**src/rtl/mu0_mem_pkg.sv**
```systemverilog
// Shared memory-subsystem constants and the copy engine state encoding.
package mu0_mem_pkg;

  localparam int ADDR_W = 12;
  localparam int DATA_W = 16;
  localparam int LEN_W  = 13;

  typedef enum logic [1:0] {
    S_IDLE,
    S_READ,
    S_WRITE,
    S_DONE
  } copy_state_t;

endpackage

```
**src/rtl/ram_copy_addr_gen.sv**
```systemverilog
// Source/destination address walker for the copy engine: fixes direction at
// load time and steps both pointers once per copied word, wrapping modulo 2^ADDR_W.
module ram_copy_addr_gen #(
  parameter int ADDR_W = mu0_mem_pkg::ADDR_W,
  parameter int LEN_W  = mu0_mem_pkg::LEN_W
) (
  input  logic              clk,
  input  logic              rst_n,
  input  logic              load,
  input  logic              step,
  input  logic [ADDR_W-1:0] src_addr,
  input  logic [ADDR_W-1:0] dst_addr,
  input  logic [LEN_W-1:0]  length,
  output logic [ADDR_W-1:0] src_cur,
  output logic [ADDR_W-1:0] dst_cur
);
  import mu0_mem_pkg::*;

  logic              descend;
  logic              descend_nxt;
  logic [ADDR_W-1:0] last_off;

  // A full-memory length truncates to 0, so length-1 lands on the top word.
  assign last_off    = ADDR_W'(length) - ADDR_W'(1);
  assign descend_nxt = (dst_addr > src_addr);

  always_ff @(posedge clk or negedge rst_n) begin
    if (!rst_n) begin
      descend <= 1'b0;
      src_cur <= '0;
      dst_cur <= '0;
    end else if (load) begin
      descend <= descend_nxt;
      src_cur <= descend_nxt ? src_addr + last_off : src_addr;
      dst_cur <= descend_nxt ? dst_addr + last_off : dst_addr;
    end else if (step) begin
      src_cur <= descend ? src_cur - ADDR_W'(1) : src_cur + ADDR_W'(1);
      dst_cur <= descend ? dst_cur - ADDR_W'(1) : dst_cur + ADDR_W'(1);
    end
  end

endmodule

```
**src/rtl/ram_copy_engine.sv**
```systemverilog
// Word-by-word memmove engine for the single-port registered-read RAM:
// one READ cycle then one WRITE cycle per word.
module ram_copy_engine #(
  parameter int ADDR_W = mu0_mem_pkg::ADDR_W,
  parameter int DATA_W = mu0_mem_pkg::DATA_W,
  parameter int LEN_W  = mu0_mem_pkg::LEN_W
) (
  input  logic              clk,
  input  logic              rst_n,
  input  logic              start,
  input  logic [ADDR_W-1:0] src_addr,
  input  logic [ADDR_W-1:0] dst_addr,
  input  logic [LEN_W-1:0]  length,
  output logic              busy,
  output logic              done,
  output logic [LEN_W-1:0]  count,
  output logic [ADDR_W-1:0] ram_address,
  output logic              ram_read,
  output logic              ram_write,
  output logic [DATA_W-1:0] ram_writedata,
  input  logic [DATA_W-1:0] ram_readdata
);
  import mu0_mem_pkg::*;

  copy_state_t       state;
  copy_state_t       state_nxt;
  logic [LEN_W-1:0]  len_q;
  logic [LEN_W-1:0]  count_q;
  logic [LEN_W-1:0]  count_inc;
  logic [ADDR_W-1:0] src_cur;
  logic [ADDR_W-1:0] dst_cur;
  logic              accept;
  logic              step;

  assign accept    = (state == S_IDLE) && start;
  assign step      = (state == S_WRITE);
  assign count_inc = count_q + LEN_W'(1);
  assign count     = count_q;

  ram_copy_addr_gen #(
    .ADDR_W (ADDR_W),
    .LEN_W  (LEN_W)
  ) u_addr_gen (
    .clk      (clk),
    .rst_n    (rst_n),
    .load     (accept),
    .step     (step),
    .src_addr (src_addr),
    .dst_addr (dst_addr),
    .length   (length),
    .src_cur  (src_cur),
    .dst_cur  (dst_cur)
  );

  always_ff @(posedge clk or negedge rst_n) begin
    if (!rst_n) begin
      state <= S_IDLE;
    end else begin
      state <= state_nxt;
    end
  end

  always_ff @(posedge clk or negedge rst_n) begin
    if (!rst_n) begin
      len_q   <= '0;
      count_q <= '0;
    end else if (accept) begin
      len_q   <= length;
      count_q <= '0;
    end else if (step) begin
      count_q <= count_inc;
    end
  end

  // Outputs decode from state alone so an asynchronous reset silences the RAM at once.
  always_comb begin
    state_nxt     = state;
    busy          = 1'b0;
    done          = 1'b0;
    ram_address   = '0;
    ram_read      = 1'b0;
    ram_write     = 1'b0;
    ram_writedata = '0;
    case (state)
      S_IDLE: begin
        if (start) begin
          state_nxt = (length == LEN_W'(0)) ? S_DONE : S_READ;
        end
      end
      S_READ: begin
        busy        = 1'b1;
        ram_address = src_cur;
        ram_read    = 1'b1;
        state_nxt   = S_WRITE;
      end
      S_WRITE: begin
        busy          = 1'b1;
        ram_address   = dst_cur;
        ram_write     = 1'b1;
        ram_writedata = ram_readdata;
        state_nxt     = (count_inc < len_q) ? S_READ : S_DONE;
      end
      S_DONE: begin
        done      = 1'b1;
        state_nxt = S_IDLE;
      end
      default: state_nxt = S_IDLE;
    endcase
  end

endmodule

```
**config.mk**
```make
export PLATFORM = sky130hd
export DESIGN_NAME = ram_copy_engine
export DESIGN_NICKNAME = d
export VERILOG_FILES = /design/src/rtl/mu0_mem_pkg.sv /design/src/rtl/ram_copy_addr_gen.sv /design/src/rtl/ram_copy_engine.sv
export SDC_FILE = /design/constraint.sdc
export NUM_CORES = 1
export LEC_CHECK = 0
export ABC_AREA = 1
export CAP_MARGIN = 10
export CORE_MARGIN = 4
export CORE_UTILIZATION = 30
export CTS_CLUSTER_SIZE = 20
export DETAILED_ROUTE_END_ITERATION = 8
export DONT_BUFFER_PORTS = 1
export GPL_TIMING_DRIVEN = 0
export PLACE_DENSITY = 0.49
export SKIP_CTS_REPAIR_TIMING = 1
export SYNTH_ARGS = -nofsm -noshare
export SYNTH_HDL_FRONTEND = slang
export SYNTH_HIERARCHICAL = 1
export SYNTH_SLANG_ARGS = --single-unit
```
**constraint.sdc**
```tcl
create_clock -name clk -period 2.2 [get_ports clk]
set_input_delay 0.44 -clock clk [delete_from_list [all_inputs] [get_ports clk]]
set_output_delay 0.44 -clock clk [all_outputs]
set_load 0.005 [all_outputs]
```
# [Word level (Yosys, flattened, before mapping)]
# Cells that the tools add are included.
[op_classes] add_sub_neg=8 magnitude_cmp=2 eq_ne=4 mux=20 n_reduce_logical=5
[ops] op="12-bit 2-to-1 mux" count=8
[ops] op="12-bit by 1-bit subtractor with 12-bit output (second input constant)" count=3
[ops] op="13-bit 2-to-1 mux" count=2
[ops] op="12-bit by 1-bit adder with 12-bit output (second input constant)" count=2
[ops] op="12-bit adder" count=2
[ops] op="12-bit case mux with 2 select lines" count=1
[ops] op="16-bit 2-to-1 mux" count=1
[ops] op="13-bit by 1-bit adder with 13-bit output (second input constant)" count=1
[ops] op="13-bit zero test" count=1
[ops] op="13-bit < comparator" count=1
[ops] op="12-bit greater-than comparator" count=1
[ops] op="2-bit case mux with 4 select lines" count=1
[ops] op="2-bit 2-to-1 mux" count=3
[ops] op="2-bit == test (second input constant)" count=2
[ops] op="1-bit 2-to-1 mux" count=4
[ops] op="2-bit by 1-bit == test with 1-bit output (second input constant)" count=1
[ops] op="2-bit zero test" count=1
[ops] op="2-bit != test (second input constant)" count=1
[ops] op="2-bit nonzero test" count=1
[ops] op="2-bit OR reduction" count=1
[ops] op="1-bit logical AND" count=1
[word_totals] reg_bits=53 inputBits=56 out_inout_bits=45 wordCells=45

# [Depth between registers and ports, before layout]
[depth] ltp_word=4 ltp_mapped=20 depth_no_buf=20

# [Modules after synthesis]
# Netlist, hierarchy kept.
[by_module_without_submodules] module="ram_copy_addr_gen" instances=1 cells_per_inst=645 area_per_inst_um2=4072.7 seq_area_each_um2=625.6
[by_module_without_submodules] module="ram_copy_engine" instances=1 cells_per_inst=299 area_per_inst_um2=2063.2 seq_area_each_um2=700.7

# [Worst setup path before layout]
# Ideal clock, no wire load.
[synth_timing] kind="input to register" start="input length[0]" end="register u_addr_gen.src_cur[11]" setup_ns=0.117 t_arrival_ns=2.507 required_ns=2.083 slack_ns=-0.424 path_stages=20 n_path_buf=0 path_cell_list="inv_1 > ha_1 > nand2_1 > nor3_1 > nand2_1 > nor2_1 > xor2_1 > ha_1 > nand2_1 > nand2_1 > a21oi_1 > nand2_1 > nor2_1 > nand2_1 > nand3_1 > nand2_1 > nand3_1 > nand2_1 > nand2_1 > nand2_1"
[synth_via] elab_chain_cells=4
[synth_rtl] element="from (decl)" line="ram_copy_engine.sv:13" text="input logic [LEN_W-1:0] length,"
[synth_rtl] element="12-bit by 1-bit subtractor with 12-bit output" line="ram_copy_addr_gen.sv:24" text="assign last_off = ADDR_W'(length) - ADDR_W'(1);"
[synth_rtl] element="12-bit adder" line="ram_copy_addr_gen.sv:34" text="src_cur <= descend_nxt ? src_addr + last_off : src_addr;"
[synth_rtl] element="12-bit 2-to-1 mux" line="ram_copy_addr_gen.sv:34"
[synth_rtl] element="12-bit 2-to-1 mux" line="ram_copy_addr_gen.sv:32" text="end else if (load) begin"
[synth_rtl] element="to (signal assigned)" line="ram_copy_addr_gen.sv:34"
[synth_rtl] element="to (signal assigned)" line="ram_copy_addr_gen.sv:37" text="src_cur <= descend ? src_cur - ADDR_W'(1) : src_cur + ADDR_W'(1);"
[synth_rtl] element="to (decl)" line="ram_copy_addr_gen.sv:14" text="output logic [ADDR_W-1:0] src_cur,"
# No other way between the ends.
# A chain may end at the register's enable or synchronous reset.

# [Final worst setup path]
[layout_timing] start="register count_q[0], in the netlist count[0]" end="register state[1]"
[layout_via] elab_chain_cells=4
[layout_rtl] element="from (decl)" line="ram_copy_engine.sv:28" text="logic [LEN_W-1:0] count_q;"
[layout_rtl] element="from (signal assigned)" line="ram_copy_engine.sv:71" text="count_q <= count_inc;"
[layout_rtl] element="13-bit by 1-bit adder with 13-bit output" line="ram_copy_engine.sv:37" text="assign count_inc = count_q + LEN_W'(1);"
[layout_rtl] element="13-bit < comparator" line="ram_copy_engine.sv:101" text="state_nxt = (count_inc < len_q) ? S_READ : S_DONE;"
[layout_rtl] element="2-bit 2-to-1 mux" line="ram_copy_engine.sv:101"
[layout_rtl] element="2-bit case mux with 4 select lines" line="ram_copy_engine.sv:84" text="case (state)"
[layout_rtl] element="to (signal assigned)" line="ram_copy_engine.sv:59" text="state <= state_nxt;"
[layout_rtl] element="to (decl)" line="ram_copy_engine.sv:25" text="copy_state_t state;"
# No other way between the ends.

==> impl_results.html <==
<table>
<tr><th>Metric</th><th>Value</th></tr>
<tr><th colspan="2">Status</th></tr>
<tr><td>Outcome</td><td>finished with violations</td></tr>
<tr><td>Violations in the final reports</td><td>negative setup slack</td></tr>
<tr><th colspan="2">Route</th></tr>
<tr><td>1st-pass router iterations</td><td>5</td></tr>
<tr><td>Avg WL per Cell</td><td>16.1 um</td></tr>
<tr><td>DRC violation count after routing</td><td>0</td></tr>
<tr><td>Iter 0 DRT Violations</td><td>437</td></tr>
<tr><td>Antenna Nets Post-Route</td><td>0</td></tr>
<tr><td>DR vias</td><td>6,063</td></tr>
<tr><td>Routed wire length</td><td>between 20 and 25 mm</td></tr>
<tr><td>Vias per std cell</td><td>around 4.9</td></tr>
<tr><th colspan="2">Global route</th></tr>
<tr><td>Global-route wire length before repair</td><td>30.2 mm</td></tr>
<tr><td>Number of antenna violations at the first check in global routing</td><td>0</td></tr>
<tr><td>Total congestion overflow</td><td>0</td></tr>
<tr><td>Pin count of the biggest net entering global routing</td><td>between 50 and 60</td></tr>
<tr><td>Number of global-route vias before repair</td><td>approximately 5,500</td></tr>
<tr><td>GRT Util Overall</td><td>0.171</td></tr>
<tr><th colspan="2">Layout</th></tr>
<tr><td>Fraction of layout cells with a size suffix above 1</td><td>0.185</td></tr>
<tr><td>Final standard cell area without fillers</td><td>around 7600 um^2</td></tr>
<tr><td>Number of fillers in the final layout</td><td>between 2,000 and 2,500</td></tr>
<tr><td># nets final</td><td>roughly 1,100</td></tr>
<tr><td>Antenna Cells</td><td>0</td></tr>
<tr><td>Synthesis-to-layout area growth</td><td>23.7%</td></tr>
<tr><td>Utilization after layout</td><td>0.376</td></tr>
<tr><th colspan="2">Pwr</th></tr>
<tr><td>Peak VDD IR</td><td>roughly 0.38 mV</td></tr>
<tr><td>Total power</td><td>approximately 9.2 mW</td></tr>
<tr><td>Power density cells</td><td>1210 nW/um^2</td></tr>
<tr><td>Pleak</td><td>between 3 and 4 nW</td></tr>
<tr><th colspan="2">STA</th></tr>
<tr><td>Hold Slack</td><td>between 0.2 and 0.3 ns</td></tr>
<tr><td>Share of the clock period used by the worst path</td><td>1.08</td></tr>
<tr><td>Worst Max-Slew Pin Slew</td><td>0.431 ns</td></tr>
<tr><td>Number of hold violations in the final report</td><td>0</td></tr>
<tr><td>Fin Clk Skew</td><td>a little under 0.009 ns</td></tr>
<tr><td>Max Clock Freq</td><td>~420 MHz</td></tr>
<tr><td>Final worst path period need</td><td>roughly 2.4 ns</td></tr>
<tr><td>Setup-violating endpoint count in the final report</td><td>9</td></tr>
<tr><td>Smallest setup slack after layout</td><td>-0.184 ns</td></tr>
<tr><td>Count of pins over their slew limit</td><td>0</td></tr>
<tr><td>Normalized max-slew margin</td><td>0.710</td></tr>
<tr><td>Unrepaired setup endpoints after global routing</td><td>true</td></tr>
<tr><td>Total negative setup slack</td><td>-0.965 ns</td></tr>
<tr><th colspan="2">Clock network</th></tr>
<tr><td>CTS H-Tree Depth</td><td>2</td></tr>
<tr><td>Cts bufs inserted</td><td>5</td></tr>
<tr><td>Clock transition time at the flip-flop clock pins of the worst setup and hold paths</td><td>0.08 ns</td></tr>
<tr><td>Worst-Skew Late Latency</td><td>about 0.31 ns</td></tr>
<tr><td>Root Buffer Master</td><td>sky130_fd_sc_hd__clkbuf_16</td></tr>
<tr><td>Sink count of the clock tree</td><td>53</td></tr>
<tr><td>Clock buffer depth</td><td>2</td></tr>
<tr><td>TritonCTS clock tree</td><td>done</td></tr>
<tr><th colspan="2">Floorplanning</th></tr>
<tr><td>Core region area</td><td>slightly above 20,000 um^2</td></tr>
<tr><td>Horizontal die dimension</td><td>~150 um</td></tr>
<tr><td>Placement row count</td><td>52</td></tr>
<tr><td>Area of the die</td><td>between 20,000 and 25,000 um^2</td></tr>
<tr><td>Number of placed I/O pins</td><td>approximately 100</td></tr>
<tr><td>Die span in y</td><td>151 um</td></tr>
<tr><td>Initial standard-cell utilization of the core</td><td>0.304</td></tr>
<tr><th colspan="2">Logic synthesis</th></tr>
<tr><td>Synth Register Bits</td><td>53</td></tr>
<tr><td>Sequential-to-total area share from yosys stat</td><td>0.216</td></tr>
<tr><td>Synth Instances</td><td>944</td></tr>
<tr><td>Post-synthesis net count</td><td>~1,100</td></tr>
<tr><td>Mapped cell area</td><td>approximately 6100 um^2</td></tr>
<tr><td>Average size of a mapped cell</td><td>6.50 um^2</td></tr>
<tr><td>Synthesis Warnings</td><td>6</td></tr>
<tr><td>Number of unique standard cell types used by synthesis</td><td>44</td></tr>
<tr><th colspan="2">Critical path</th></tr>
<tr><td>Setup CP Type</td><td>flop to flop</td></tr>
<tr><td>Req. time, crit path</td><td>between 2 and 2.5 ns</td></tr>
<tr><td>Crit path capture type</td><td>flop</td></tr>
<tr><td>Maximum fanout along the worst path</td><td>7</td></tr>
<tr><td>Arrival time worst endpoint</td><td>2.62 ns</td></tr>
<tr><td>Critical path launch point type</td><td>flop</td></tr>
<tr><th colspan="2">Placement</th></tr>
<tr><td>Area after detailed placement</td><td>between 6000 and 7000 um^2</td></tr>
<tr><td>Port-buffer cells</td><td>0</td></tr>
<tr><td>Half-perimeter wire length after placement</td><td>15.9 mm</td></tr>
<tr><td>Final weighted congestion of routability-driven global placement</td><td>between 0.8 and 0.9</td></tr>
<tr><th colspan="2">Worst hold path</th></tr>
<tr><td>Class of the most critical hold timing path</td><td>primary input to flop</td></tr>
<tr><th colspan="2">Run</th></tr>
<tr><td>Max-cap violations</td><td>0</td></tr>
</table>
[metal layers]
layer,track usage,vias to the layer above,wire (um)
li1,-,3122,-
met1,0.244,2789,9460
met2,0.267,140,9130
met3,0.0326,12,1200
met4,0.0385,0,240
met5,0,-,0
[placed cells by master (no fill, tap or decap), types with 10 or more instances in the layout]
cell                       instances
sky130_fd_sc_hd__o21ai_0          52
sky130_fd_sc_hd__nand2_1         253
sky130_fd_sc_hd__ha_1             62
sky130_fd_sc_hd__a21oi_1          60
sky130_fd_sc_hd__inv_2            10
sky130_fd_sc_hd__buf_6            10
sky130_fd_sc_hd__nand2_2          18
sky130_fd_sc_hd__inv_1           132
sky130_fd_sc_hd__xor2_1           14
sky130_fd_sc_hd__o21ai_1          16
sky130_fd_sc_hd__nand3_1          34
sky130_fd_sc_hd__nor2_1           61
sky130_fd_sc_hd__o211ai_1         10
sky130_fd_sc_hd__buf_4            24
sky130_fd_sc_hd__a21oi_2          17
sky130_fd_sc_hd__nor2_2           10
sky130_fd_sc_hd__dfrtp_1          47
sky130_fd_sc_hd__ha_4             15
[power by group]
part           switching (mW)  internal, mW
logic                    4.04          2.53
clock network           0.406         0.424
registers               0.368          1.39
[cell type report]
cell class,instances,area (um^2),share of cell area
multi-input combinational,725,4760,0.627
sequential,53,1340,0.176
inverter,145,582,0.0767
tap,270,338,0.0445
timing repair buffer,25,234,0.0308
buffer,20,199,0.0262
clock buffer,6,129,0.0170
clock inverter,2,15.0,0.00198
[final timing paths]
kind / from / end / slack, ns / cells past startpoint
min in group asynchronous: rst_n / len_q[0] / 0.64 / 2
min: length[9] / len_q[9] / 0.26 / 2
max reg2reg: count[0] / state[1] / -0.18 / 18
max: count[0] / state[1] / -0.18 / 18
max in group asynchronous: rst_n / u_addr_gen/descend / 1.26 / 2
min reg2reg: len_q[0] / len_q[0] / 0.49 / 2
[state kept, by name (all words and copies together) (netlist names)]
name	flops
count	13
u_addr_gen/descend	1
state	2
len_q	13
u_addr_gen/dst_cur	12
u_addr_gen/src_cur	12
[cell usage after synthesis, drive strengths merged]
master,n,area share
nor4,2,0.0020
ha,78,0.16
nand4,7,0.0082
o31ai,1,0.0012
buf,12,0.015
a22oi,4,0.0057
inv,144,0.088
nand2,277,0.17
o211ai,11,0.014
xor2,21,0.030
a21oi,77,0.063
fa,4,0.013
or2,4,0.0041
a22o,2,0.0031
clkbuf,9,0.0055
o21bai,6,0.0073
o21a,4,0.0049
a31oi,8,0.0082
xnor2,12,0.017
o21ai,72,0.061
o22ai,3,0.0031
nand3,41,0.035
nor3,8,0.0073
nor2,80,0.053
clkinv,1,0.00061
dfrtp,53,0.22
a21o,3,0.0037
[through the flow]
step	worst slack, ns	instances
final	-0.184	1246
after global routing	-0.358	1246
after CTS	-0.818	1222
after detailed placement	-0.782	1214
after global placement	-0.831	1214
after floorplan	-0.270	944
[critical path: stages, from the launching register on]
cell	delay [ns]
sky130_fd_sc_hd__dfrtp_2	0.47
sky130_fd_sc_hd__ha_4	0.16
sky130_fd_sc_hd__nand2_2	0.05
sky130_fd_sc_hd__inv_2	0.09
sky130_fd_sc_hd__nand4_4	0.08
sky130_fd_sc_hd__or2_1	0.25
sky130_fd_sc_hd__xor2_2	0.17
sky130_fd_sc_hd__inv_2	0.06
sky130_fd_sc_hd__ha_4	0.27
sky130_fd_sc_hd__nand2_4	0.05
sky130_fd_sc_hd__nor2_4	0.10
sky130_fd_sc_hd__inv_1	0.04
sky130_fd_sc_hd__nor2_1	0.09
sky130_fd_sc_hd__nand2_1	0.05
sky130_fd_sc_hd__nand2_1	0.07
sky130_fd_sc_hd__nand2_1	0.06
sky130_fd_sc_hd__nand2_1	0.05
sky130_fd_sc_hd__nand2_1	0.05
sky130_fd_sc_hd__a21oi_2	0.12
[cell families after synthesis]
logic type	synth area share
AO/OA/AOI/OAI	0.175
XOR/XNOR	0.0471
adder cells (fa/ha/maj)	0.172
buffers and inverters	0.109
flip-flops	0.216
AND/OR/NAND/NOR	0.280
Note: power is estimated with default switching activity, not from simulation.
